File: src/rtl/seven_seg_decoder_if.sv
// Bundle between a seven-segment pattern source and the decoder: raw pattern
// and error-clear in, decoded digit/status/error count out.
interface seven_seg_if;
    logic [6:0] seg_in;
    logic       err_clr;
    logic [3:0] value;
    logic       valid;
    logic       blank;
    logic       invalid;
    logic       upd;
    logic [7:0] err_count;

    modport master (
        output seg_in, err_clr,
        input  value, valid, blank, invalid, upd, err_count
    );

    modport slave (
        input  seg_in, err_clr,
        output value, valid, blank, invalid, upd, err_count
    );
endinterface

File: src/rtl/seven_seg_decoder.sv
// Decodes an asynchronous active-low seven-segment pattern into a hex digit
// once it has been stable for STABLE_CYCLES consecutive matching samples.
module seven_seg_decoder #(
    parameter int STABLE_CYCLES = 4
) (
    input  logic        clk_ref,
    input  logic        reset_n,
    seven_seg_if.slave  bus
);

    localparam logic [0:0] ST_SETTLE = 1'b0;
    localparam logic [0:0] ST_LOCKED = 1'b1;
    localparam logic [7:0] LAST_CNT  = 8'(STABLE_CYCLES - 1);
    localparam logic [6:0] SEG_BLANK = 7'h7F;

    // Returns {legal, digit}; active-low segments, bit0 = a ... bit6 = g.
    function automatic logic [4:0] decode(input logic [6:0] p);
        case (p)
            7'h40:   decode = {1'b1, 4'h0};
            7'h79:   decode = {1'b1, 4'h1};
            7'h24:   decode = {1'b1, 4'h2};
            7'h30:   decode = {1'b1, 4'h3};
            7'h19:   decode = {1'b1, 4'h4};
            7'h12:   decode = {1'b1, 4'h5};
            7'h02:   decode = {1'b1, 4'h6};
            7'h78:   decode = {1'b1, 4'h7};
            7'h00:   decode = {1'b1, 4'h8};
            7'h18:   decode = {1'b1, 4'h9};
            7'h08:   decode = {1'b1, 4'hA};
            7'h03:   decode = {1'b1, 4'hB};
            7'h46:   decode = {1'b1, 4'hC};
            7'h21:   decode = {1'b1, 4'hD};
            7'h06:   decode = {1'b1, 4'hE};
            7'h0E:   decode = {1'b1, 4'hF};
            default: decode = {1'b0, 4'h0};
        endcase
    endfunction

    function automatic logic [7:0] sat_inc(input logic [7:0] c);
        sat_inc = (c == 8'hFF) ? c : c + 8'd1;
    endfunction

    logic [6:0] r_s1, r_s2, r_prev;
    logic [7:0] r_cnt;
    logic [0:0] r_state;
    logic [3:0] r_value;
    logic       r_valid, r_blank, r_invalid, r_upd;
    logic [7:0] r_err;

    logic       w_match, w_accept;
    logic [4:0] w_dec;
    logic [3:0] w_nxt_value;
    logic       w_nxt_valid, w_nxt_blank, w_nxt_invalid;

    assign w_match  = (r_s2 == r_prev);
    assign w_accept = (r_state == ST_SETTLE) && w_match && (r_cnt == LAST_CNT);
    assign w_dec    = decode(r_s2);

    // Blank and illegal patterns leave the last digit in place.
    always_comb begin
        w_nxt_value   = r_value;
        w_nxt_valid   = 1'b0;
        w_nxt_blank   = 1'b0;
        w_nxt_invalid = 1'b0;
        if (w_dec[4]) begin
            w_nxt_value = w_dec[3:0];
            w_nxt_valid = 1'b1;
        end else if (r_s2 == SEG_BLANK) begin
            w_nxt_blank = 1'b1;
        end else begin
            w_nxt_invalid = 1'b1;
        end
    end

    always_ff @(posedge clk_ref) begin
        if (!reset_n) begin
            r_s1      <= SEG_BLANK;
            r_s2      <= SEG_BLANK;
            r_prev    <= SEG_BLANK;
            r_cnt     <= 8'd0;
            r_state   <= ST_SETTLE;
            r_value   <= 4'h0;
            r_valid   <= 1'b0;
            r_blank   <= 1'b1;
            r_invalid <= 1'b0;
            r_upd     <= 1'b0;
            r_err     <= 8'd0;
        end else begin
            r_s1   <= bus.seg_in;
            r_s2   <= r_s1;
            r_prev <= r_s2;
            r_upd  <= 1'b0;

            if (!w_match) begin
                r_cnt   <= 8'd0;
                r_state <= ST_SETTLE;
            end else if (w_accept) begin
                r_state   <= ST_LOCKED;
                r_value   <= w_nxt_value;
                r_valid   <= w_nxt_valid;
                r_blank   <= w_nxt_blank;
                r_invalid <= w_nxt_invalid;
                r_upd     <= {w_nxt_value, w_nxt_valid, w_nxt_blank, w_nxt_invalid}
                             != {r_value, r_valid, r_blank, r_invalid};
            end else if (r_state == ST_SETTLE && r_cnt < LAST_CNT) begin
                r_cnt <= r_cnt + 8'd1;
            end

            if (bus.err_clr)
                r_err <= 8'd0;
            else if (w_accept && w_nxt_invalid)
                r_err <= sat_inc(r_err);
        end
    end

    assign bus.value     = r_value;
    assign bus.valid     = r_valid;
    assign bus.blank     = r_blank;
    assign bus.invalid   = r_invalid;
    assign bus.upd       = r_upd;
    assign bus.err_count = r_err;

endmodule
File: src/flat_wrapper.sv
// flat-port wrapper written by rule: the top's interface ports become plain ports
module seven_seg_decoder_flat 
#(
    parameter int STABLE_CYCLES = 4
)
  (clk_ref, reset_n, bus_seg_in, bus_err_clr, bus_value, bus_valid, bus_blank, bus_invalid, bus_upd, bus_err_count);
  seven_seg_if bus_i ();
  input  logic clk_ref;
  input  logic reset_n;
  input wire logic [$bits(bus_i.seg_in)-1:0] bus_seg_in;
  input wire logic [$bits(bus_i.err_clr)-1:0] bus_err_clr;
  output wire logic [$bits(bus_i.value)-1:0] bus_value;
  output wire logic [$bits(bus_i.valid)-1:0] bus_valid;
  output wire logic [$bits(bus_i.blank)-1:0] bus_blank;
  output wire logic [$bits(bus_i.invalid)-1:0] bus_invalid;
  output wire logic [$bits(bus_i.upd)-1:0] bus_upd;
  output wire logic [$bits(bus_i.err_count)-1:0] bus_err_count;
  assign bus_i.seg_in = bus_seg_in;
  assign bus_i.err_clr = bus_err_clr;
  assign bus_value = bus_i.value;
  assign bus_valid = bus_i.valid;
  assign bus_blank = bus_i.blank;
  assign bus_invalid = bus_i.invalid;
  assign bus_upd = bus_i.upd;
  assign bus_err_count = bus_i.err_count;
  seven_seg_decoder #(.STABLE_CYCLES(STABLE_CYCLES)) u_core (.clk_ref(clk_ref), .reset_n(reset_n), .bus(bus_i));
endmodule
File: config.mk
export PLATFORM = sky130hd
export DESIGN_NAME = seven_seg_decoder_flat
export DESIGN_NICKNAME = d
export VERILOG_FILES = /design/src/rtl/seven_seg_decoder_if.sv /design/src/rtl/seven_seg_decoder.sv /design/src/flat_wrapper.sv
export SDC_FILE = /design/constraint.sdc
export NUM_CORES = 1
export LEC_CHECK = 0
export ABC_AREA = 1
export BUFFER_PORTS_ARGS = -buffer_cell sky130_fd_sc_hd__buf_2
export CAP_MARGIN = 20
export CORE_MARGIN = 10
export CORE_UTILIZATION = 51
export CTS_BUF_LIST = sky130_fd_sc_hd__clkbuf_16
export DETAILED_ROUTE_END_ITERATION = 10
export PLACE_DENSITY_LB_ADDON = 0.05
export SYNTH_ARGS = -nofsm -noshare
export SYNTH_HDL_FRONTEND = slang
export SYNTH_SLANG_ARGS = --single-unit
File: constraint.sdc
create_clock -name clk_ref -period 2.2 [get_ports clk_ref]
set_input_delay 0 -clock clk_ref [delete_from_list [all_inputs] [get_ports clk_ref]]
set_output_delay 0 -clock clk_ref [all_outputs]
set_load 0.03 [all_outputs]
==> results of run 1 <==
[final cells by class]
cell class	count	area share
multi-input cells	233	0.445
flip-flops and latches	46	0.344
repair buffers	34	0.0786
inverters	37	0.0538
clock buffers	5	0.0468
well taps	52	0.0243
clock inverters	3	0.00655
[synthesized netlist by cell type, drive strengths merged]
cell type	number	share of area
buf	5	0.015
clkbuf	3	0.0049
xor2	10	0.038
xnor2	5	0.019
nor3	4	0.011
nor2	68	0.13
o21ai	6	0.013
clkinv	2	0.0054
nand2	78	0.14
a21oi	14	0.030
dfxtp	46	0.40
mux2i	1	0.0043
ha	2	0.011
nand4	4	0.011
a211oi	1	0.0054
nand3	25	0.066
or2	15	0.041
inv	35	0.057
[layout by cell type, fill, tap and decap left out, types with 2 or more instances in the layout]
cell,n
inv_1,27
o21ai_0,5
or2_2,14
buf_4,2
dlygate4sd3_1,7
nand4_1,4
nor3_1,3
dfxtp_1,46
nand3_1,21
nor2_4,3
xnor2_1,5
inv_2,9
clkbuf_16,5
nor2_2,8
xor2_1,10
a21oi_1,14
buf_2,25
nand3_2,3
nand2_1,70
nor2_1,57
clkinv_4,2
nand2_2,7
ha_1,2
[final timing paths]
path	cells after the start	endpoint	slack, ns	startpoint
max	12	u_core.bus.err_count[5]	0.29	u_core.r_s2[5]
min	2	u_core.r_prev[2]	0.02	reset_n
max reg2reg	12	u_core.bus.err_count[5]	0.29	u_core.r_s2[5]
min reg2reg	1	u_core.r_s2[2]	0.41	u_core.r_s1[2]
[worst max-delay path, cell delays in order, from the launching register on]
cell and delay, ns:
dfxtp_1 0.48, inv_1 0.18, nand3_2 0.15, nor2_1 0.06, nor2_1 0.10, nand2_1 0.12, nor2_4 0.16, nand3_2 0.11
inv_2 0.08, nand3_4 0.13, clkinv_4 0.11, nand2_1 0.05, a21oi_1 0.11
[kinds of logic (layout without fill, tap and decap cells)]
group / count (synthesis) / count (layout)
xor+xnor: 15 / 15
buf+inv: 45 / 79
fa+ha+maj: 2 / 2
mux: 1 / 1
flops: 46 / 46
compound gates: 21 / 21
simple gates: 194 / 194
[routing by layer]
layer / GRT usage / wire length, um
met3: 0.0375 / 200
met2: 0.231 / 2260
met5: 0 / 0
met1: 0.163 / 2230
met4: 0.0507 / 50
[metrics by stage]
stage               worst slack, ns  instance area [um2]  utilization  instances  power (mW)
floorplan                     0.546                 2300            -        324       0.960
global placement              0.343                 2460        0.565        395       0.981
detailed placement            0.336                 2460        0.565        395       0.983
CTS                           0.314                 2670        0.614        410        1.72
global route                 0.0314                 2670        0.614        410        1.77
finish                        0.294                 2670        0.614        410        1.70
[flip-flops by register name, indices dropped and copies added (netlist names)]
name                  cells
u_core.bus.value          4
u_core.bus.err_count      8
u_core.r_s2               7
u_core.bus.blank          1
u_core.r_s1               7
u_core.r_cnt              8
u_core.r_prev             7
u_core.r_state            1
u_core.bus.upd            1
u_core.bus.valid          1
u_core.bus.invalid        1
[power by group]
group | internal (mW) | switching, mW
registers | 0.850 | 0.0150
clock network | 0.417 | 0.312
logic | 0.0457 | 0.0627
[repair_timing]
action,CTS,global route
hold buffers,7,0
resized for setup,0,0
hold endpoints to repair,7,0
==> impl_metrics.env, run 1 <==
export IMPL_holdWs_ns=0.0165
export IMPL_grt_pass1_vias=1907
export IMPL_period_needed_ns=1.91
export IMPL_num_rows=24
export IMPL_final_net_count=369
export IMPL_gr_usage_all_layers=0.137
export IMPL_cellLeakagePower_nw=1.24
export IMPL_drc=0
export IMPL_wl_um=4740
export IMPL_die_h_um=87.2
export IMPL_ios=26
export IMPL_hold_viol=0
export IMPL_rsz0062_at_grt="no"
export IMPL_synth_compound_area_share=0.0489
export IMPL_grt_pass1_wl_um=8460
export IMPL_synth_warning_count=0
export IMPL_io_buffers=25
export IMPL_critical_path_class="reg2reg"
export IMPL_setup_viol=0
export IMPL_antenna_found_initial=0
export IMPL_fmax_mhz=525
export IMPL_seq_area_frac_synth=0.400
export IMPL_syn_instance_count=324
export IMPL_tightestPinTransition_ns=0.629
export IMPL_crit_arrival_ns=2.12
export IMPL_fin_crit_sh=0.866
export IMPL_avgRoutedWirePerCell_um=11.6
export IMPL_power_density_nw_per_um2=637
export IMPL_postCtsSetupRepairBufs=0
export IMPL_synth_cell_types=30
export IMPL_initial_core_util=0.529
export IMPL_synth_seq_cells=46
export IMPL_core_area_um2=4350
export IMPL_cap_violations=0
export IMPL_synth_top_family_by_area="simple AND/OR/NAND/NOR gates"
export IMPL_die_w_um=87.2
export IMPL_vias=1943
export IMPL_ctsHtreeMaxLevel=2
export IMPL_gp_congestion=0.876
export IMPL_clock_root_buffer="clkbuf_16"
export IMPL_multi_input_area_um2=1190
export IMPL_fillers=410
export IMPL_clkTransAtPathRegs_ns=0.06
export IMPL_hold_path_class="in2reg"
export IMPL_clk_latency_ns=0.28
export IMPL_cts_tree="done"
export IMPL_area_growth_pct=16.1
export IMPL_synthSimpleGateAreaFrac=0.396
export IMPL_crit_path_end_kind="register"
export IMPL_synth_mux_area_frac=0.00435
export IMPL_drt_first_pass_iters=4
export IMPL_synthXorXnorAreaFrac=0.0571
export IMPL_viasPerCell=4.74
export IMPL_cp_start_kind="register"
export IMPL_drive_gt1_frac=0.232
export IMPL_clock_sinks=46
export IMPL_drtIter0Drc=111
export IMPL_synth_fa_ha_area_frac=0.0109
export IMPL_crit_required_ns=2.42
export IMPL_clk_path_buf_depth=2
export IMPL_maxSlewViolCount=0
export IMPL_avgSynthCellArea_um2=7.11
export IMPL_grt_overflow=0
export IMPL_worstPathMaxFanout=9
export IMPL_status="finished, final reports clean"
export IMPL_numCtsBuffers=5
export IMPL_die_area_um2=7600
export IMPL_grt_max_degree=21
export IMPL_syn_nets=336
export IMPL_skew_ns=0.00283
export IMPL_final_seq_area_um2=921
export IMPL_slew_headroom=0.580
export IMPL_dp_hpwl_um=3580
export IMPL_antenna_cells=0
export IMPL_synth_area_um2=2300
export IMPL_ant_nets=0
export IMPL_ir_worst_vdd_mv=0.452
export IMPL_tns_ns=0
(Power assumes the default switching activity.)
==> run 2, diff against run 1 <==
- ABC_AREA: 1 -> unset
==> run 2 against run 1 <==
Effect of this change:
- cell area up 8.2%
- sequential power about the same
- non-clock buffer count up 39
- critical endpoint is now u_core.bus.upd
- critical path depth down 4
- first-iteration DRC count down 41%
- sequential cell count unchanged
- via count down 5.9%
- area after synthesis down 6.5%
- largest power group unchanged
- sequential share of layout area down 2.1 points
==> impl_metrics.env, run 2 <==
export IMPL_status="finished, final reports clean"
export IMPL_gp_congestion=0.866
export IMPL_io_buffers=25
export IMPL_timing_rr_end="u_core.bus.upd"
export IMPL_crit_arrival_ns=2.36
export IMPL_synth_top_cell_area_share=0.428
export IMPL_stdcell_count=344
export IMPL_slew_headroom=0.680
export IMPL_gr_usage_all_layers=0.129
export IMPL_yosysMostFrequentCell="dfxtp_1"
export IMPL_pwr_share_seq=0.501
export IMPL_dp_hpwl_um=3140
export IMPL_sw_frac_of_total=0.222
export IMPL_drtIter0Drc=65
export IMPL_avgRoutedWirePerCell_um=14.3
export IMPL_vias=1828
export IMPL_ir_worst_vdd_mv=0.474
export IMPL_worst_r2r_cell_count=8
export IMPL_crit_path_end_kind="register"
export IMPL_clkTransAtPathRegs_ns=0.06
export IMPL_pre_cts_slack_ns=-0.0794
export IMPL_power_clock_fraction=0.407
export IMPL_ios=26
export IMPL_synth_seq_cells=46
export IMPL_synth_edf_count=0
export IMPL_grt_busiest_layer="met2"
export IMPL_p_sw_mw=0.384
export IMPL_cellLeakagePower_nw=1.30
export IMPL_grt_pass1_vias=1707
export IMPL_critical_path_class="reg2reg"
export IMPL_fin_crit_sh=0.993
export IMPL_core_area_um2=4030
export IMPL_power_density_nw_per_um2=599
export IMPL_yosys_area_top_type="dfxtp_1"
export IMPL_clk_path_buf_depth=2
export IMPL_die_w_um=85.0
export IMPL_maxSlewViolCount=0
export IMPL_drt_first_pass_iters=4
export IMPL_synth_warning_count=0
export IMPL_place_area_um2=2510
export IMPL_clock_root_buffer="clkbuf_16"
export IMPL_period_needed_ns=2.18
export IMPL_synth_common_cells="dfxtp_1, nand2b_1, nor2_1"
export IMPL_crit_required_ns=2.37
export IMPL_grtUsageMet2=0.214
export IMPL_fmax_mhz=458
export IMPL_final_cell_mix="buf_4, dfxtp_1, nand2b_1, buf_2, nor2_1"
export IMPL_initial_core_util=0.534
export IMPL_grt_use_met3=0.0392
export IMPL_final_net_count=306
export IMPL_pwr_share_comb=0.092
export IMPL_crit_start="u_core.r_s2[3]"
export IMPL_cp_start_kind="register"
export IMPL_wl_um=4910
export IMPL_drive_gt1_frac=0.354
export IMPL_clk_latency_ns=0.28
export IMPL_num_rows=23
export IMPL_r2r_start="u_core.r_s2[3]"
export IMPL_total_power_mw=1.73
export IMPL_ctsHtreeMaxLevel=2
export IMPL_synth_cell_types=54
export IMPL_internal_power_mw=1.35
export IMPL_worstSetupEndpoint="u_core.bus.upd"
export IMPL_skew_ns=0.00412
export IMPL_ys_flop_type="dfxtp_1"
export IMPL_syn_nets=240
export IMPL_viasPerCell=5.31
export IMPL_yosys_top_cells_area="dfxtp_1, nand2b_1, xor2_1, and3_1, nor2_1"
export IMPL_layout_setup_ws_ns=0.0156
export IMPL_die_area_um2=7220
export IMPL_fillers=321
export IMPL_drc=0
export IMPL_syn_instance_count=228
export IMPL_placed_cells=321
export IMPL_antenna_found_initial=0
export IMPL_ant_nets=0
export IMPL_hold_viol=0
export IMPL_die_h_um=85.0
export IMPL_cts_tree="done"
export IMPL_grt_overflow=0
export IMPL_tns_ns=0
export IMPL_min_from="reset_n"
export IMPL_numCtsBuffers=5
export IMPL_holdWs_ns=0.164
export IMPL_stdcell_area_um2=2890
export IMPL_grt_pass1_wl_um=7960
export IMPL_tightestPinTransition_ns=0.479
export IMPL_antenna_cells=0
export IMPL_area_growth_pct=34.4
export IMPL_synthArstFlopShare=0
export IMPL_worstPathMaxFanout=12
export IMPL_hold_path_class="in2reg"
export IMPL_seq_area_frac_synth=0.428
export IMPL_clock_sinks=46
export IMPL_final_util=0.718
export IMPL_rsz0062_at_grt="yes"
export IMPL_met1_usage=0.154
export IMPL_avgSynthCellArea_um2=9.44
export IMPL_synth_area_um2=2150
export IMPL_grt_max_degree=38
export IMPL_setup_viol=0
export IMPL_cap_violations=0
export IMPL_reg2reg_slack_ns=0.02
-- run 2: layer usage --
metal,vias up,part of all wire
met1,842,0.47
met4,0,0.011
met3,8,0.050
met2,34,0.47
met5,-,0
li1,944,-
-- run 2: layout make-up --
class | count | area (um2) | share of cell area
multi-input combinational | 166 | 1240 | 0.429
tap | 50 | 62.6 | 0.0216
clock buffer | 5 | 125 | 0.0433
sequential | 46 | 935 | 0.323
timing repair buffer | 73 | 510 | 0.176
inverter | 2 | 7.51 | 0.00260
clock inverter | 2 | 11.3 | 0.00389
-- run 2: how the worst min path moves through the flow --
stage,cells after the start,slack (ns),endpoint
after floorplan,1,0.10,u_core.r_s1[0]
after global placement,2,0.18,u_core.r_s1[6]
after detailed placement,2,0.18,u_core.r_s1[4]
after CTS,3,0.15,u_core.bus.err_count[0]
after global routing,3,0.19,u_core.bus.err_count[6]
final,3,0.16,u_core.bus.err_count[7]
-- run 2: repair_timing --
item | in CTS | in global routing
hold buffers | 7 | 0
pin swaps | 2 | 7
endpoints found under the hold margin | 7 | 0
gates resized for setup | 7 | 22
setup buffers | 1 | 8
setup endpoints to repair | 3 | 13
-- run 2: power by group through the flow --
| stage | Combinational (mW) | Sequential [mW] | Clock (mW) |
|---|---|---|---|
| after detailed placement | 0.126 | 0.885 | 0 |
| after global routing | 0.176 | 0.871 | 0.754 |
| after CTS | 0.140 | 0.867 | 0.722 |
| final | 0.159 | 0.868 | 0.706 |
| after floorplan | 0.0897 | 0.876 | 0 |
| after global placement | 0.124 | 0.885 | 0 |
-- run 2: logic make-up after synthesis --
family	Yosys count	synth area share
adders and majority gates	2	0.0116
and+or+nand+nor	112	0.323
buffers and inverters	16	0.0355
DFF	46	0.428
AOI/OAI and AO/OA	31	0.112
xor gates and xnor gates	15	0.0610
muxes	6	0.0291
-- run 2: critical path, stage by stage (launching register included) --
cell and delay, ns:
dfxtp_4 0.39, and3_4 0.17, o2111a_2 0.28, a211o_4 0.29, buf_4 0.15, nor3_2 0.28, a41o_1 0.15, a31oi_1 0.08
o311a_1 0.28
==> run 3, diff against run 2 <==
- REMOVE_ABC_BUFFERS: unset -> 1
==> run 3 against run 2 <==
Effect of this change:
- the run now ends with setup timing left
- critical path depth increased by 1
- via count up 1.3%
- setup slack lost 0.053 ns
- fmax shrank 2.4%
- sequential power fell by 0.6%
- cell area up 1.7%
- critical path type unchanged
==> impl_metrics.env, run 3 (synthesis results as in run 2) <==
export IMPL_status="finished with violations"
export IMPL_violations="setup timing"
export IMPL_clock_root_buffer="clkbuf_16"
export IMPL_final_net_count=308
export IMPL_ant_nets=0
export IMPL_drt_first_pass_iters=4
export IMPL_core_area_um2=4030
export IMPL_ctsHtreeMaxLevel=2
export IMPL_grt_overflow=0
export IMPL_placed_cells=324
export IMPL_crit_required_ns=2.37
export IMPL_die_area_um2=7220
export IMPL_gp_congestion=0.882
export IMPL_numCtsBuffers=5
export IMPL_area_growth_pct=36.7
export IMPL_tightestPinTransition_ns=0.443
export IMPL_period_needed_ns=2.24
export IMPL_antenna_found_initial=0
export IMPL_ir_worst_vdd_mv=0.434
export IMPL_critical_path_class="reg2reg"
export IMPL_pre_cts_slack_ns=-0.0847
export IMPL_power_clock_fraction=0.417
export IMPL_gr_usage_all_layers=0.131
export IMPL_num_rows=23
export IMPL_grt_max_degree=29
export IMPL_hold_viol=0
export IMPL_pwr_share_seq=0.489
export IMPL_rsz0062_at_grt="yes"
export IMPL_maxSlewViolCount=0
export IMPL_power_density_nw_per_um2=600
export IMPL_grt_pass1_wl_um=8220
export IMPL_viasPerCell=5.34
export IMPL_p_sw_mw=0.404
export IMPL_stdcell_count=347
export IMPL_cp_start_kind="register"
export IMPL_dp_hpwl_um=3310
export IMPL_wl_um=4710
export IMPL_ios=26
export IMPL_cellLeakagePower_nw=1.31
export IMPL_vias=1852
export IMPL_pwr_share_comb=0.093
export IMPL_avgRoutedWirePerCell_um=13.6
export IMPL_worstPathMaxFanout=6
export IMPL_sw_frac_of_total=0.229
export IMPL_clock_sinks=46
export IMPL_grt_pass1_vias=1902
export IMPL_cts_tree="done"
export IMPL_internal_power_mw=1.36
export IMPL_drc=0
export IMPL_crit_arrival_ns=2.41
export IMPL_drive_gt1_frac=0.364
export IMPL_setup_viol=1
export IMPL_fmax_mhz=447
export IMPL_clk_path_buf_depth=2
export IMPL_place_area_um2=2530
export IMPL_total_power_mw=1.76
export IMPL_die_h_um=85.0
export IMPL_clkTransAtPathRegs_ns=0.06
export IMPL_skew_ns=0.00400
export IMPL_die_w_um=85.0
export IMPL_io_buffers=25
export IMPL_antenna_cells=0
export IMPL_fillers=311
export IMPL_crit_path_end_kind="register"
export IMPL_cap_violations=0
export IMPL_drtIter0Drc=68
export IMPL_clk_latency_ns=0.28
export IMPL_slowest_stage="or4_4"
export IMPL_final_cell_mix="buf_4, dfxtp_1, nand2b_1, buf_2, nor2_1"
export IMPL_layout_setup_ws_ns=-0.0372
export IMPL_path_cells="buf_6, mux2_4, or4_4, o41ai_4, buf_4, xnor2_2, a41o_1, a31oi_1, o311a_1"
export IMPL_fin_crit_sh=1.02
export IMPL_slowest_delay_ns=0.43
export IMPL_initial_core_util=0.534
export IMPL_stdcell_area_um2=2940
export IMPL_hold_path_class="in2reg"
export IMPL_slew_headroom=0.705
==> run 3: metrics by stage <==
step	setup TNS, ns	hold slack (ns)	utilization
6_report	-0.0372	0.118	0.730
3_3_place_gp	-0.180	0.179	0.629
3_5_place_dp	-0.286	0.185	0.629
4_1_cts	-0.00113	0.122	0.691
2_1_floorplan	-3.01	0.0730	-
5_1_grt	-0.501	0.148	0.730
==> run 3: cell type report <==
cell class              count  area, um2  share of cell area
flip-flops and latches     46        937               0.319
clock buffers               5        125              0.0425
multi-input cells         166       1260               0.427
clock inverters             3       18.8             0.00638
repair buffers             75        533               0.181
well taps                  50       62.6              0.0213
inverters                   2       7.51             0.00255
==> run 3: worst max-delay path, delay by kind of cell (launching register included) <==
family          cells  cell delay, ns
buf+inv             2            0.31
flops               1            0.37
mux                 1            0.26
xor+xnor            1            0.10
simple gates        1            0.43
compound gates      4            0.66
==> run 3: power groups by stage <==
stage	Combinational (mW)	Clock, mW	Sequential, mW
2_1_floorplan	0.0639	0	0.886
3_3_place_gp	0.128	0	0.881
3_5_place_dp	0.130	0	0.882
4_1_cts	0.147	0.747	0.863
5_1_grt	0.182	0.781	0.865
6_report	0.164	0.736	0.863
==> run 3: final timing paths <==
check                  from             end  slack [ns]  cells past startpoint
min reg2reg  u_core.r_s1[4]  u_core.r_s2[4]        0.40                      1
min                 reset_n  u_core.r_s2[3]        0.12                      2
max reg2reg  u_core.r_s2[3]  u_core.bus.upd       -0.04                      9
max          u_core.r_s2[3]  u_core.bus.upd       -0.04                      9
==> run 3: repair_timing <==
action,CTS,global route
setup buffers,2,6
gates resized for setup,7,28
hold endpoints to repair,7,0
pin swaps,1,10
setup endpoints to repair,5,13
hold buffers,7,0
gates cloned,0,0
==> run 3: metal layers <==
layer | track usage | share of wire | wire length [um]
met1 | 0.157 | 0.49 | 2320
met5 | 0 | 0 | 0
met2 | 0.222 | 0.46 | 2150
met4 | 0.0359 | 0.0098 | 46
met3 | 0.0354 | 0.044 | 205
